## src/rtl/dev_bus_pkg.sv

```systemverilog
// Shared definitions for the device-bus master: FSM encoding, default device window,
// timer register map and the address legality helper.
package dev_bus_pkg;

    typedef enum logic [1:0] {
        StIdle  = 2'd0,
        StIssue = 2'd1,
        StResp  = 2'd2
    } state_e;

    localparam logic [31:0] DevBaseDefault  = 32'h0000_7F00;
    localparam logic [31:0] DevLimitDefault = 32'h0000_7F1F;

    // Timer register offsets within each timer block.
    localparam logic [31:0] TimerCtrlOff   = 32'h0;
    localparam logic [31:0] TimerPresetOff = 32'h4;
    localparam logic [31:0] TimerCountOff  = 32'h8;

    localparam logic [31:0] Timer0Base = 32'h0000_7F00;
    localparam logic [31:0] Timer1Base = 32'h0000_7F10;

    function automatic logic addr_legal(input logic [31:0] addr,
                                        input logic [31:0] base,
                                        input logic [31:0] limit);
        return (addr[1:0] == 2'b00) && (addr >= base) && (addr <= limit);
    endfunction

endpackage

```

## src/rtl/irq_edge_latch.sv

```systemverilog
// Rising-edge interrupt latch: pending bits set on a 0->1 input edge, cleared by ack,
// with set winning over a simultaneous ack. IRQ is the OR of unmasked pending bits.
module irq_edge_latch #(
    parameter int unsigned Width = 6
) (
    input  logic             clk,
    input  logic             rst_n,
    input  logic [Width-1:0] hw_int,
    input  logic [Width-1:0] mask,
    input  logic [Width-1:0] ack,
    output logic [Width-1:0] pending,
    output logic             irq
);

    logic [Width-1:0] hist_q;
    logic             armed_q;
    logic [Width-1:0] rise;

    // First cycle after reset only samples history, so lines held high through reset are
    // treated as already seen.
    assign rise = hw_int & ~hist_q & {Width{armed_q}};

    always_ff @(posedge clk) begin
        if (!rst_n) begin
            hist_q  <= '0;
            armed_q <= 1'b0;
            pending <= '0;
        end else begin
            hist_q  <= hw_int;
            armed_q <= 1'b1;
            pending <= (pending & ~ack) | rise;
        end
    end

    assign irq = |(pending & ~mask);

endmodule

```

## src/rtl/dev_bus_master.sv

```systemverilog
// Request/response front end driving a single-cycle device bridge, plus an interrupt latch.
// Optional address window / alignment check enabled by defining DEV_BUS_ADDR_CHECK_EN.
module dev_bus_master
    import dev_bus_pkg::*;
#(
    parameter logic [31:0] DEV_BASE  = DevBaseDefault,
    parameter logic [31:0] DEV_LIMIT = DevLimitDefault
) (
    input  logic        CLK,
    input  logic        RST,

    input  logic        Req_Valid,
    output logic        Req_Ready,
    input  logic        Req_Write,
    input  logic [31:0] Req_Addr,
    input  logic [31:0] Req_WData,

    output logic        Rsp_Valid,
    input  logic        Rsp_Ready,
    output logic [31:0] Rsp_RData,
    output logic        Rsp_Err,

    output logic [31:0] CPU_Addr,
    output logic [31:0] CPU_WD,
    output logic        DEV_WE,
    input  logic [31:0] CPU_RD,
    input  logic [5:0]  HWInt,

    input  logic [5:0]  IRQ_Mask,
    input  logic [5:0]  IRQ_Ack,
    output logic [5:0]  IRQ_Pending,
    output logic        IRQ
);

    state_e state_q;
    logic   wr_q;
    logic   rsp_err_q;
    logic   req_legal;

`ifdef DEV_BUS_ADDR_CHECK_EN
    assign req_legal = addr_legal(Req_Addr, DEV_BASE, DEV_LIMIT);
    assign Rsp_Err   = rsp_err_q;
`else
    logic unused_cfg;
    assign unused_cfg = ^{DEV_BASE, DEV_LIMIT, rsp_err_q};
    assign req_legal  = 1'b1;
    assign Rsp_Err    = 1'b0;
`endif

    assign Req_Ready = (state_q == StIdle);

    always_ff @(posedge CLK) begin
        if (!RST) begin
            state_q   <= StIdle;
            wr_q      <= 1'b0;
            rsp_err_q <= 1'b0;
            Rsp_Valid <= 1'b0;
            Rsp_RData <= '0;
            CPU_Addr  <= '0;
            CPU_WD    <= '0;
            DEV_WE    <= 1'b0;
        end else begin
            unique case (state_q)
                StIdle: begin
                    if (Req_Valid) begin
                        if (req_legal) begin
                            state_q  <= StIssue;
                            wr_q     <= Req_Write;
                            CPU_Addr <= Req_Addr;
                            CPU_WD   <= Req_WData;
                            DEV_WE   <= Req_Write;
                        end else begin
                            // Rejected access skips the bus cycle entirely.
                            state_q   <= StResp;
                            rsp_err_q <= 1'b1;
                            Rsp_RData <= '0;
                            Rsp_Valid <= 1'b1;
                        end
                    end
                end
                StIssue: begin
                    state_q   <= StResp;
                    CPU_Addr  <= '0;
                    CPU_WD    <= '0;
                    DEV_WE    <= 1'b0;
                    rsp_err_q <= 1'b0;
                    Rsp_RData <= wr_q ? 32'h0 : CPU_RD;
                    Rsp_Valid <= 1'b1;
                end
                StResp: begin
                    if (Rsp_Ready) begin
                        state_q   <= StIdle;
                        Rsp_Valid <= 1'b0;
                    end
                end
                default: state_q <= StIdle;
            endcase
        end
    end

    irq_edge_latch #(
        .Width(6)
    ) u_irq (
        .clk    (CLK),
        .rst_n  (RST),
        .hw_int (HWInt),
        .mask   (IRQ_Mask),
        .ack    (IRQ_Ack),
        .pending(IRQ_Pending),
        .irq    (IRQ)
    );

endmodule

```

## config.mk

```make
export PLATFORM = sky130hd
export DESIGN_NAME = dev_bus_master
export DESIGN_NICKNAME = d
export VERILOG_FILES = /design/src/rtl/dev_bus_pkg.sv /design/src/rtl/irq_edge_latch.sv /design/src/rtl/dev_bus_master.sv
export SDC_FILE = /design/constraint.sdc
export NUM_CORES = 1
export LEC_CHECK = 0
export BUFFER_PORTS_ARGS = -buffer_cell sky130_fd_sc_hd__buf_2
export CAP_MARGIN = 20
export CORE_ASPECT_RATIO = 1.1
export CORE_UTILIZATION = 42
export DETAILED_ROUTE_END_ITERATION = 16
export PLACE_DENSITY = 0.76
export SETUP_SLACK_MARGIN = 0.3
export SYNTH_ARGS = -nofsm -noshare
export SYNTH_HDL_FRONTEND = slang
export SYNTH_HIERARCHICAL = 1
export SYNTH_SLANG_ARGS = --single-unit
```

## constraint.sdc

```tcl
create_clock -name CLK -period 1.3 [get_ports CLK]
set_input_delay 0.13 -clock CLK [delete_from_list [all_inputs] [get_ports CLK]]
set_output_delay 0.13 -clock CLK [all_outputs]
set_load 0.02 [all_outputs]
```

==> PnR_summary.wiki <==
{| class="wikitable"
! Metric !! Value
|-
| Run status || finished, violations left
|-
| Violated checks || setup timing
|-
| Total vias in the final route || around 5,400
|-
| Register area || 2430 um^2
|-
| First-pass GRT wire length || between 20,000 and 30,000 um
|-
| Share of cells above drive strength 1 || 0.614
|-
| Synthesized flop and latch total || between 100 and 150
|-
| Flop2flop setup slack || -230 ps
|-
| Post-layout nets || roughly 950
|-
| Final sum of negative setup slack || -6970 ps
|-
| Die area || roughly 12,000 um^2
|-
| Final worst setup slack || -242 ps
|-
| Unrepaired setup endpoints after global routing || yes
|-
| Final critical-path share of the clock period || 1.19
|-
| Worst min-delay path category || primary input to flop
|-
| Maximum number of pins on one net before global-route repair || 65
|-
| Total clock buffers created by CTS || 17
|-
| Static Leakage || slightly below 4 nW
|-
| Avg Inst Size Synth || roughly 9.5 um^2
|-
| Maximum Capacitance Violations || 0
|-
| Width of the die || 104 um
|-
| CP max FO || 2
|-
| Post-route clock skew || 11.5 ps
|-
| Yosys warns || 6
|-
| Crit path DAT || 1410 ps
|-
| Final Core Density || 0.834
|-
| Buffers from clock root to sink, at most || 2
|-
| Ratio of routed vias to standard cells || 5.40
|-
| Power Total || roughly 11 mW
|-
| Sequential cell area fraction in the yosys report || 0.478
|-
| Port buffer count || around 220
|-
| HPWL Detailed || between 8000 and 9000 um
|-
| Worst min-delay path startpoint || CPU_RD[23]
|-
| Via count of the first global-routing pass || about 5,400
|-
| Filler instances || 560
|-
| Grt ovf || 0
|-
| WL final || 20,000 um
|-
| Height of the die || 114 um
|-
| Count of cells along the worst hold path || 3
|-
| Deepest level of the CTS H-tree || 4
|-
| Power density relative to cell area || 1160 nW/um^2
|-
| Clock-pin slew of the registers on the worst-case setup and hold paths || around 50 ps
|-
| Standard cell with the maximum stage delay on the critical path || or3_4
|-
| Worst hold slack across all endpoints || about 14 ps
|-
| Hold violation total from the final report || 0
|-
| Highest clock rate || 0.648 GHz
|-
| Drc violations || 0
|-
| # setup viols final || 81
|-
| Post-synthesis cell type count || 26
|-
| Clock sink total || between 100 and 150
|-
| Worst-path cell chain || inv_2 > o22ai_2 > or3_4 > buf_6
|-
| Synthesized cell area || ~4800 um^2
|-
| Number of cells traversed by the worst register-to-register path || 5
|-
| Global-route usage over all layers || 0.301
|-
| CP Capture Type || output pin
|-
| Startpoint-to-endpoint class of the critical path || flop to output pin
|-
| Element type at the critical path start || flop
|-
| Peak ir drop on the vdd network || approximately 860 uV
|-
| Area growth from synthesis to layout || 92.5%
|-
| DR pass1 iterations || 4
|-
| Root buf cell || clkbuf_16
|-
| Synth Instances || ~500
|-
| Final standard cell count with taps included and fillers excluded || 996
|-
| Area of the multi-input gates || between 2000 and 3000 um^2
|-
| Placed Cells incl. Taps || 840
|-
| Gp weighted congestion || 0.804
|-
| Clock network latency to the later pin of the worst-skew pair || around 400 ps
|-
| Antenna violation net count after detailed routing || 0
|-
| Floorplan row count || 40
|-
| I/O pin cnt || between 200 and 250
|-
| Starting DRC count in detailed routing || approximately 370
|-
| Final min period || ~1500 ps
|-
| Crit path required time || approximately 1200 ps
|-
| Pins over their slew limit || 0
|-
| Wire per inst || 20.1 um
|-
| Number of nets in the synthesized netlist || between 600 and 700
|-
| Clock tree from TritonCTS || built
|-
| Area of the placeable core || 11,000 um^2
|-
| Start of the worst register-to-register path || state_q[1]
|-
| Initial core utilization || 0.434
|-
| Largest stage delay on the critical path || ~400 ps
|-
| Startpoint of the most critical setup path || u_irq/pending[0]
|-
| Number of antenna violations at the first check in global routing || 1
|}
==> routing by layer <==
| layer | GRT usage | up-vias | wire length, um | part of all wire |
|---|---|---|---|---|
| li1 | - | 2438 | - | - |
| met1 | 0.316 | 2575 | 7370 | 0.37 |
| met2 | 0.544 | 296 | 10400 | 0.52 |
| met3 | 0.0766 | 73 | 1230 | 0.062 |
| met4 | 0.186 | 0 | 1010 | 0.051 |
| met5 | 0 | - | 0 | 0 |
==> synth_stat cells, drive strengths merged <==
cell type | count | share of area
o211a | 1 | 0.0021
or3 | 1 | 0.0013
or2b | 1 | 0.0024
nor3b | 2 | 0.0031
dfxtp | 114 | 0.48
inv | 6 | 0.0047
o21a | 1 | 0.0016
conb | 1 | 0.00079
a21boi | 94 | 0.15
buf | 10 | 0.017
nand2 | 37 | 0.029
nor2 | 3 | 0.0024
nand3 | 3 | 0.0031
o22ai | 4 | 0.0052
and2 | 13 | 0.017
nand2b | 1 | 0.0029
or3b | 62 | 0.11
o21ai | 71 | 0.074
clkbuf | 39 | 0.033
nor2b | 1 | 0.0013
nand3b | 38 | 0.060
==> cells in the final DEF, fill, tap and decap left out, drive strengths merged, types with 6 or more instances in the layout <==
cell,Yosys,final
a21boi,94,94
dfxtp,114,114
o21ai,71,71
dlygate4sd3,0,37
nand2,37,37
clkinv,0,6
or3b,62,62
buf,10,316
clkbuf,39,23
nand3b,38,38
and2,13,13
inv,6,6
==> critical path: cells and delay by family, from the launching register on <==
kind	cells	cell delay (ps)
flops	1	330
buf+inv	2	210
simple gates	1	400
compound gates	1	90
==> metrics by stage <==
stage | cell area (um^2) | setup WS [ps]
2_1_floorplan | 4830 | 138
3_3_place_gp | 6070 | -15.3
3_5_place_dp | 6070 | -55.2
4_1_cts | 8700 | -191
5_1_grt | 9190 | -271
6_report | 9190 | -242
==> area by class of cell <==
cell class	count	share of cell area
Antenna cell	1	0.000272
Clock buffer	21	0.0501
Clock inverter	11	0.0123
Inverter	6	0.00245
Multi-Input combinational cell	340	0.273
Sequential cell	114	0.264
Tap cell	147	0.0200
Timing Repair Buffer	356	0.378
==> final timing paths <==
kind	end
setup / recovery	IRQ
hold / removal	Rsp_RData[23]
setup reg to reg	CPU_WD[18]
hold reg to reg	Rsp_RData[3]
==> kinds of logic after synthesis <==
kind of cell	count (synthesis)	synth area share
buffers and inverters	55	0.0537
other	1	0.000786
AOI/OAI and AO/OA	171	0.231
DFF	114	0.478
and+or+nand+nor	162	0.236
==> timing repair <==
action	in CTS	in global routing
endpoints found under the hold margin	38	0
pin swaps	83	138
gates resized for setup	371	61
setup buffers	32	32
gates cloned	20	2
hold buffers	37	0
endpoints found under the setup margin	207	192
==> state kept, by name (all words and copies together), names as in the netlist <==
signal / flops
wr_q: 1
u_irq/pending: 6
CPU_Addr: 32
Rsp_RData: 32
u_irq/armed_q: 1
Rsp_Valid: 1
DEV_WE: 1
state_q: 2
CPU_WD: 32
u_irq/hist_q: 6
==> where the power goes <==
part	total, mW	internal, mW	switching [mW]
Sequential	3.88	3.73	0.151
Clock	4.50	2.90	1.60
Combinational	2.31	1.30	1.01
Note: power is estimated with default switching activity, not from simulation.
